**config.mk**
```make
export PLATFORM = sky130hd
export DESIGN_NAME = spi_master_ctrl
export DESIGN_NICKNAME = d
export VERILOG_FILES = /design/src/rtl/spi_master_ctrl.sv
export SDC_FILE = /design/constraint.sdc
export NUM_CORES = 1
export LEC_CHECK = 0
export BUFFER_PORTS_ARGS = -buffer_cell sky130_fd_sc_hd__buf_2
export CORE_ASPECT_RATIO = 0.8
export CORE_MARGIN = 4
export CORE_UTILIZATION = 52
export DETAILED_ROUTE_END_ITERATION = 7
export MAX_ROUTING_LAYER = met4
export PLACE_DENSITY_LB_ADDON = 0.3
export SLEW_MARGIN = 20
export SYNTH_ARGS = -nofsm -noshare
export SYNTH_HDL_FRONTEND = slang
export SYNTH_SLANG_ARGS = --single-unit
```
**constraint.sdc**
```tcl
create_clock -name clk -period 4.1 [get_ports clk]
set_clock_uncertainty 0.1 [all_clocks]
set_input_delay 0.82 -clock clk [delete_from_list [all_inputs] [get_ports clk]]
set_output_delay 0.82 -clock clk [all_outputs]
set_load 0.02 [all_outputs]
```
**src/rtl/spi_master_ctrl.sv**
```systemverilog
// SPI master: sends a 10-bit command frame MSB first and, for read-data commands, collects an 8-bit reply.
// Optional start_err output is enabled by defining SPI_MASTER_START_ERR_EN.
module spi_master_ctrl #(
    parameter int RD_LAT = 2,
    parameter int GAP    = 1
) (
    input  logic       clk,
    input  logic       rst,
    input  logic       start,
    input  logic [9:0] cmd,
    output logic       busy,
    output logic       done,
    output logic [7:0] rd_data,
    output logic       rd_valid,
    output logic       SS_n,
    output logic       MOSI,
    input  logic       MISO
`ifdef SPI_MASTER_START_ERR_EN
    ,
    output logic       start_err
`endif
);

    localparam logic [2:0] S_IDLE  = 3'd0;
    localparam logic [2:0] S_SETUP = 3'd1;
    localparam logic [2:0] S_MODE  = 3'd2;
    localparam logic [2:0] S_SHIFT = 3'd3;
    localparam logic [2:0] S_TURN  = 3'd4;
    localparam logic [2:0] S_RECV  = 3'd5;
    localparam logic [2:0] S_END   = 3'd6;
    localparam logic [2:0] S_HOLD  = 3'd7;

    logic [2:0] state_q, state_d;
    logic [3:0] cnt_q, cnt_d;
    logic [9:0] cmd_q, cmd_d;
    logic [7:0] shift_q, shift_d;
    logic       ss_n_q, ss_n_d;
    logic       mosi_q, mosi_d;
    logic       busy_q, busy_d;
    logic       done_q, done_d;
    logic [7:0] rd_data_q, rd_data_d;
    logic       rd_valid_q, rd_valid_d;
    logic       start_err_q, start_err_d;
    logic       is_rd_data;

    assign is_rd_data = (cmd_q[9:8] == 2'b11);

    // Host handshake: start is taken only while busy is low (IDLE); cmd is captured on that edge and
    // start is dropped whenever busy is high.
    always_comb begin
        state_d = state_q;
        cnt_d   = cnt_q;
        cmd_d   = cmd_q;
        shift_d = shift_q;
        case (state_q)
            S_IDLE: begin
                if (start) begin
                    cmd_d   = cmd;
                    state_d = S_SETUP;
                end
            end
            S_SETUP: state_d = S_MODE;
            S_MODE: begin
                cnt_d   = 4'd0;
                state_d = S_SHIFT;
            end
            S_SHIFT: begin
                if (cnt_q == 4'd9) begin
                    cnt_d   = 4'd0;
                    state_d = is_rd_data ? S_TURN : S_END;
                end else begin
                    cnt_d = cnt_q + 4'd1;
                end
            end
            S_TURN: begin
                if (cnt_q == 4'(RD_LAT - 1)) begin
                    cnt_d   = 4'd0;
                    state_d = S_RECV;
                end else begin
                    cnt_d = cnt_q + 4'd1;
                end
            end
            S_RECV: begin
                shift_d = {shift_q[6:0], MISO};
                if (cnt_q == 4'd7) begin
                    cnt_d   = 4'd0;
                    state_d = S_END;
                end else begin
                    cnt_d = cnt_q + 4'd1;
                end
            end
            S_END: begin
                cnt_d   = 4'd0;
                state_d = (GAP > 1) ? S_HOLD : S_IDLE;
            end
            default: begin
                if (cnt_q == 4'(GAP - 2)) begin
                    cnt_d   = 4'd0;
                    state_d = S_IDLE;
                end else begin
                    cnt_d = cnt_q + 4'd1;
                end
            end
        endcase
    end

    // Pin outputs are registered from the current state, so they trail the state by one cycle.
    always_comb begin
        ss_n_d      = 1'b1;
        mosi_d      = 1'b0;
        done_d      = 1'b0;
        rd_valid_d  = 1'b0;
        rd_data_d   = rd_data_q;
        busy_d      = (state_d != S_IDLE);
        start_err_d = start && (state_q != S_IDLE);
        case (state_q)
            S_SETUP: ss_n_d = 1'b0;
            S_MODE: begin
                ss_n_d = 1'b0;
                mosi_d = cmd_q[9];
            end
            S_SHIFT: begin
                ss_n_d = 1'b0;
                mosi_d = cmd_q[4'd9 - cnt_q];
            end
            S_TURN:  ss_n_d = 1'b0;
            S_RECV:  ss_n_d = 1'b0;
            S_END: begin
                done_d = 1'b1;
                if (is_rd_data) begin
                    rd_valid_d = 1'b1;
                    rd_data_d  = shift_q;
                end
            end
            default: ;
        endcase
    end

    always_ff @(posedge clk) begin
        if (!rst) begin
            state_q     <= S_IDLE;
            cnt_q       <= 4'd0;
            cmd_q       <= 10'd0;
            shift_q     <= 8'd0;
            ss_n_q      <= 1'b1;
            mosi_q      <= 1'b0;
            busy_q      <= 1'b0;
            done_q      <= 1'b0;
            rd_data_q   <= 8'h00;
            rd_valid_q  <= 1'b0;
            start_err_q <= 1'b0;
        end else begin
            state_q     <= state_d;
            cnt_q       <= cnt_d;
            cmd_q       <= cmd_d;
            shift_q     <= shift_d;
            ss_n_q      <= ss_n_d;
            mosi_q      <= mosi_d;
            busy_q      <= busy_d;
            done_q      <= done_d;
            rd_data_q   <= rd_data_d;
            rd_valid_q  <= rd_valid_d;
            start_err_q <= start_err_d;
        end
    end

    assign SS_n     = ss_n_q;
    assign MOSI     = mosi_q;
    assign busy     = busy_q;
    assign done     = done_q;
    assign rd_data  = rd_data_q;
    assign rd_valid = rd_valid_q;
`ifdef SPI_MASTER_START_ERR_EN
    assign start_err = start_err_q;
`else
    logic unused_start_err;
    assign unused_start_err = start_err_q;
`endif

endmodule

```
## Word level (Yosys, flattened, before mapping)

Cells that the tools add are included.

- Memories kept: 0
- Bits in latches: 0
- Memory bits (read-only): 0
- Bits in writable memories: 0
- Register bits after elaboration: 38

- Reductions and logical operators: 8
- Add/subtract/negate cells: 2
- Shifts and indexed selects: 0
- Divide/modulo/power cells: 0
- Equality and inequality tests: 11
- Bitwise gates (word level): 0
- Mux-type cells: 18
- $lt $le $gt $ge: 1
- Multipliers: 0

Operators by type and width:

| kind | count |
|---|---|
| one-hot mux 3 bit (7 select lines) | 1 |
| one-hot mux 4 bit (5 select lines) | 1 |
| 2-to-1 mux 4 bit | 4 |
| 2-to-1 mux 3 bit | 5 |
| equality test 3 bit, second input constant | 3 |
| equality test 4 bit, second input constant | 2 |
| equality test 3 x 2 -> 1 bit, second input constant | 2 |
| AND reduction 2 bit | 3 |
| < comparator 4 x 5 -> 1 bit, second input constant | 1 |
| OR reduction 5 bit | 1 |
| adder 4 x 1 -> 4 bit, second input constant | 1 |
| binary-select mux 1 bit (select 4 bit) | 1 |
| equality test 4 x 1 -> 1 bit, second input constant | 1 |
| equality test 4 x 3 -> 1 bit, second input constant | 1 |
| 2-to-1 mux 1 bit | 4 |
| OR reduction 2 bit | 2 |
| subtractor 4 bit, first input constant | 1 |
| equality test 3 x 1 -> 1 bit, second input constant | 1 |
| logical NOT 3 bit | 1 |
| nonzero test 3 bit | 1 |
| equality test 2 bit, second input constant | 1 |
| 2-to-1 mux 2 bit | 1 |
| one-hot mux 1 bit (2 select lines) | 1 |

## Longest topological paths before layout

- Word-level depth: 5
- Depth in mapped cells: 6
- Mapped depth without buffers: 6

## Least setup slack after synthesis

No wires, ideal clock.

- Kind: reg2reg
- From: register cnt_q[1]
- To: register busy_q, in the netlist busy
- Path buffers: 0
- Period minus slack after synthesis: 1719 ps
- Path slack: 2381 ps
- Data arrival time: 1545 ps
- Stages on the path, launching flop included: 6
- Required time: 3927 ps
- Cell sequence: dfxtp_1 ha_1 and3b_1 a211oi_1 or4_1 o211ai_2

- Longest elaborated chain between the ends: 4
- Elaborated cells on any way between the ends: 10

RTL lines:

| what | line | RTL |
|---|---|---|
| from (decl) | 34 | `logic [3:0] cnt_q, cnt_d;` |
| from (signal assigned) | 154 | `cnt_q <= cnt_d;` |
| equality test 4 bit (tied with other cells) | 97 | `if (cnt_q == 4'(GAP - 2)) begin` |
| 2-to-1 mux 3 bit, on equally long branches | - |  |
| one-hot mux 3 bit (7 select lines) * | 55 | `case (state_q)` |
| nonzero test 3 bit * | 114 | `busy_d = (state_d != S_IDLE);` |
| to (signal assigned) | 159 | `busy_q <= busy_d;` |
| to (decl) | 39 | `logic busy_q, busy_d;` |

Mark *: on every way between the ends. The rest lies on a longest branch, timed or not.
A chain may end at the register's enable or synchronous reset.

## Worst setup path after layout

- From: register state_q[0]
- To: register cnt_q[3]

- Longest elaborated chain between the ends: 3
- Elaborated cells on any way between the ends: 10

RTL lines:

| what | line | RTL |
|---|---|---|
| from (decl) | 33 | `logic [2:0] state_q, state_d;` |
| from (signal assigned) | 153 | `state_q <= state_d;` |
| equality test 3 bit (tied with other cells) | 55 |  |
| OR reduction 2 bit (no source line) | - |  |
| one-hot mux 4 bit (5 select lines) | 55 |  |

Parallel ways exist; a longest one is shown, timed or not.

==> flow_summary.ini <==
[finish]
antenna_cells = 0
drive_gt1_frac = 0.215
nets = 231
syn_to_final_growth_pct = 12.2
final_cells = 254

[grt]
grtUsageTotal = 0.183
grt-ovfl-total = 0
grt_max_degree = 36
antenna_found_initial = 0
grt_pass1_vias = 1297
grt_first_pass_wirelength_mm = 5.89

[synthesis]
synth_cell_types = 45
netlist_area_um2 = 1760
ys_top_cells_by_area = dfxtp_1 43%, mux2i_1 9.7%, nand2_1 5.8%
ys.flop_type = dfxtp_1
async_flop_share = 0
synth_edf_count = 0
ys_ff_latch = 38
synth_cells = 190
netlist_top_cells_count = 38 x dfxtp_1, 27 x nand2_1, 20 x nor2_1
synth_fp_nets = 208
syn_avg_cell_area_um2 = 9.26
ys_seq_area_frac = 0.432
synth_top_area_frac = 0.432
yosysMostFrequentCell = dfxtp_1
synth_top_cell_by_area = dfxtp_1
yosys_warnings = 0

[setup_path]
worstSetupStartpoint = state_q[0]$_SDFF_PN0_
cp.arrival_ns = 2.52
cpPeakStageDelay_ns = 0.78
worstSetupPathType = reg -> reg
r2r_setup_slack_ns = 1.68
path_max_fanout = 17
crit_chain = nand3b_1 -> o22ai_1 -> o2111ai_1 -> a31oi_1
endpoint_kind = flop
cp_slowest_cell = dfxtp_1
r2r-start = state_q[0]$_SDFF_PN0_
required_ns = 4.21
critPathLaunchType = flop
ff2ff_path_depth = 4

[cts]
htree_levels = 2
cts_resized = 0
cts-hold-fix-buffers = 0
cts_root_buffer = clkbuf_8
clock_sinks = 38
cts_buffer_depth = 2
tritoncts = built
path_clk_slew_ns = 0.07
cts_setup_buffers = 0
cts_buffers = 5
clk_latency_ns = 0.29

[floorplan]
die_w_um = 73.0
num_rows = 18
core_um2 = 3180
io_pins = 27
die_y_um = 60.0
start_util = 0.554
die-area_um2 = 4380

[sta]
finalCritPeriodShare = 0.590
drv_slew = 0
slew_headroom = 0.301
period_minus_slack_ns = 2.42
tightestPinTransition_ns = 1.05
rsz0062_at_grt = false
setup_ws_ns = 1.68
hold_slack_ns = 0.355
fmax_mhz = 414
tns_ns = 0
finalSetupViolations = 0
hold_viol = 0

[drt]
via_per_inst = 5.48
drtAntennaViolNets = 0
drtIter0Drc = 118
vias = 1391
wl_per_cell_um = 13.7
wl_mm = 3.49
route.detailed.drc = 0
drt_pass1_iterations = 4

[placed_design]
port_buffers = 26
place_worst_setup_slack_ns = 1.69
routabilityCongestion = 0.915
place_inst = 246
dp.final_hpwl_mm = 2.47

[outcome]
outcome = completed

[power]
power_density_nw_per_um2 = 377
p_leak_uw = 0.000843
ir_worst_vdd_uv = 301

[flow_run]
drv_cap = 0

[min_path]
whs_path_depth = 2
hp-class = reg -> reg
min-delay-start = cmd_q[7]$_SDFFE_PN0P_
[path summary, 6_finish.rpt]
check | endpoint
max reg2reg | cnt_q[3]$_SDFFE_PN0N_
min reg2reg | cmd_q[7]$_SDFFE_PN0P_
max | cnt_q[3]$_SDFFE_PN0N_
min | cmd_q[7]$_SDFFE_PN0P_
[state kept, by name, indices dropped and copies added (netlist names)]
name,count
busy,1
rd_valid,1
shift_q,8
SS_n,1
done,1
cnt_q,4
state_q,3
rd_data,8
MOSI,1
cmd_q,10
[cell usage in the layout (no fill, tap or decap), types with 2 or more instances in the layout]
cell type	netlist	routed
a211oi_1	3	3
a21oi_1	13	13
a31oi_1	2	2
and3_1	4	4
buf_2	3	26
clkbuf_8	0	6
dfxtp_1	38	38
ha_1	4	4
inv_1	5	5
mux2i_1	17	17
mux4_2	2	2
nand2_1	27	27
nand3_1	5	5
nand3b_1	3	3
nor2_1	20	20
nor3_1	4	4
o211ai_1	2	2
o21ai_0	4	4
o22ai_1	2	2
or4_1	2	2
[per-stage QoR]
stage | instance area [um^2] | total power (uW) | util
detailed placement | 1880 | 486 | 0.592
finish | 1970 | 744 | 0.622
global route | 1970 | 782 | 0.622
global placement | 1880 | 484 | 0.592
CTS | 1970 | 751 | 0.622
floorplan | 1760 | 466 | -
[logic make-up after synthesis]
group,share of synthesized area
adders and majority gates,0.0285
and+or+nand+nor,0.232
AOI/OAI and AO/OA,0.129
DFF,0.432
xor gates and xnor gates,0.00498
buffers and inverters,0.0448
muxes,0.129
[routing by layer]
metal	share of wire	up-vias	GRT usage
met5	0	-	-
met4	0.0060	0	0.0526
met3	0.057	4	0.0739
met2	0.45	36	0.264
met1	0.49	637	0.237
li1	-	714	-
[cell type report]
cell class | count | area [um^2]
Inverter | 5 | 18.8
Timing Repair Buffer | 26 | 130
Tap cell | 40 | 50.0
Clock inverter | 2 | 12.5
Multi-Input combinational cell | 137 | 920
Clock buffer | 6 | 82.6
Sequential cell | 38 | 761
Fill cell | 269 | 1200
[critical path, delay by kind of cell (launching register included)]
kind,cells,cell delay (ns)
DFF,1,0.78
AOI/OAI and AO/OA,3,0.84
and+or+nand+nor,1,0.60
[report_power, final]
group          internal (uW)  leakage (uW)  switching (uW)
combinational           34.2      0.000487            41.4
clock                    135     0.0000472             131
sequential               383      0.000309            19.6
total                    552      0.000843             192
No activity file was read; power rests on OpenSTA's default activity.
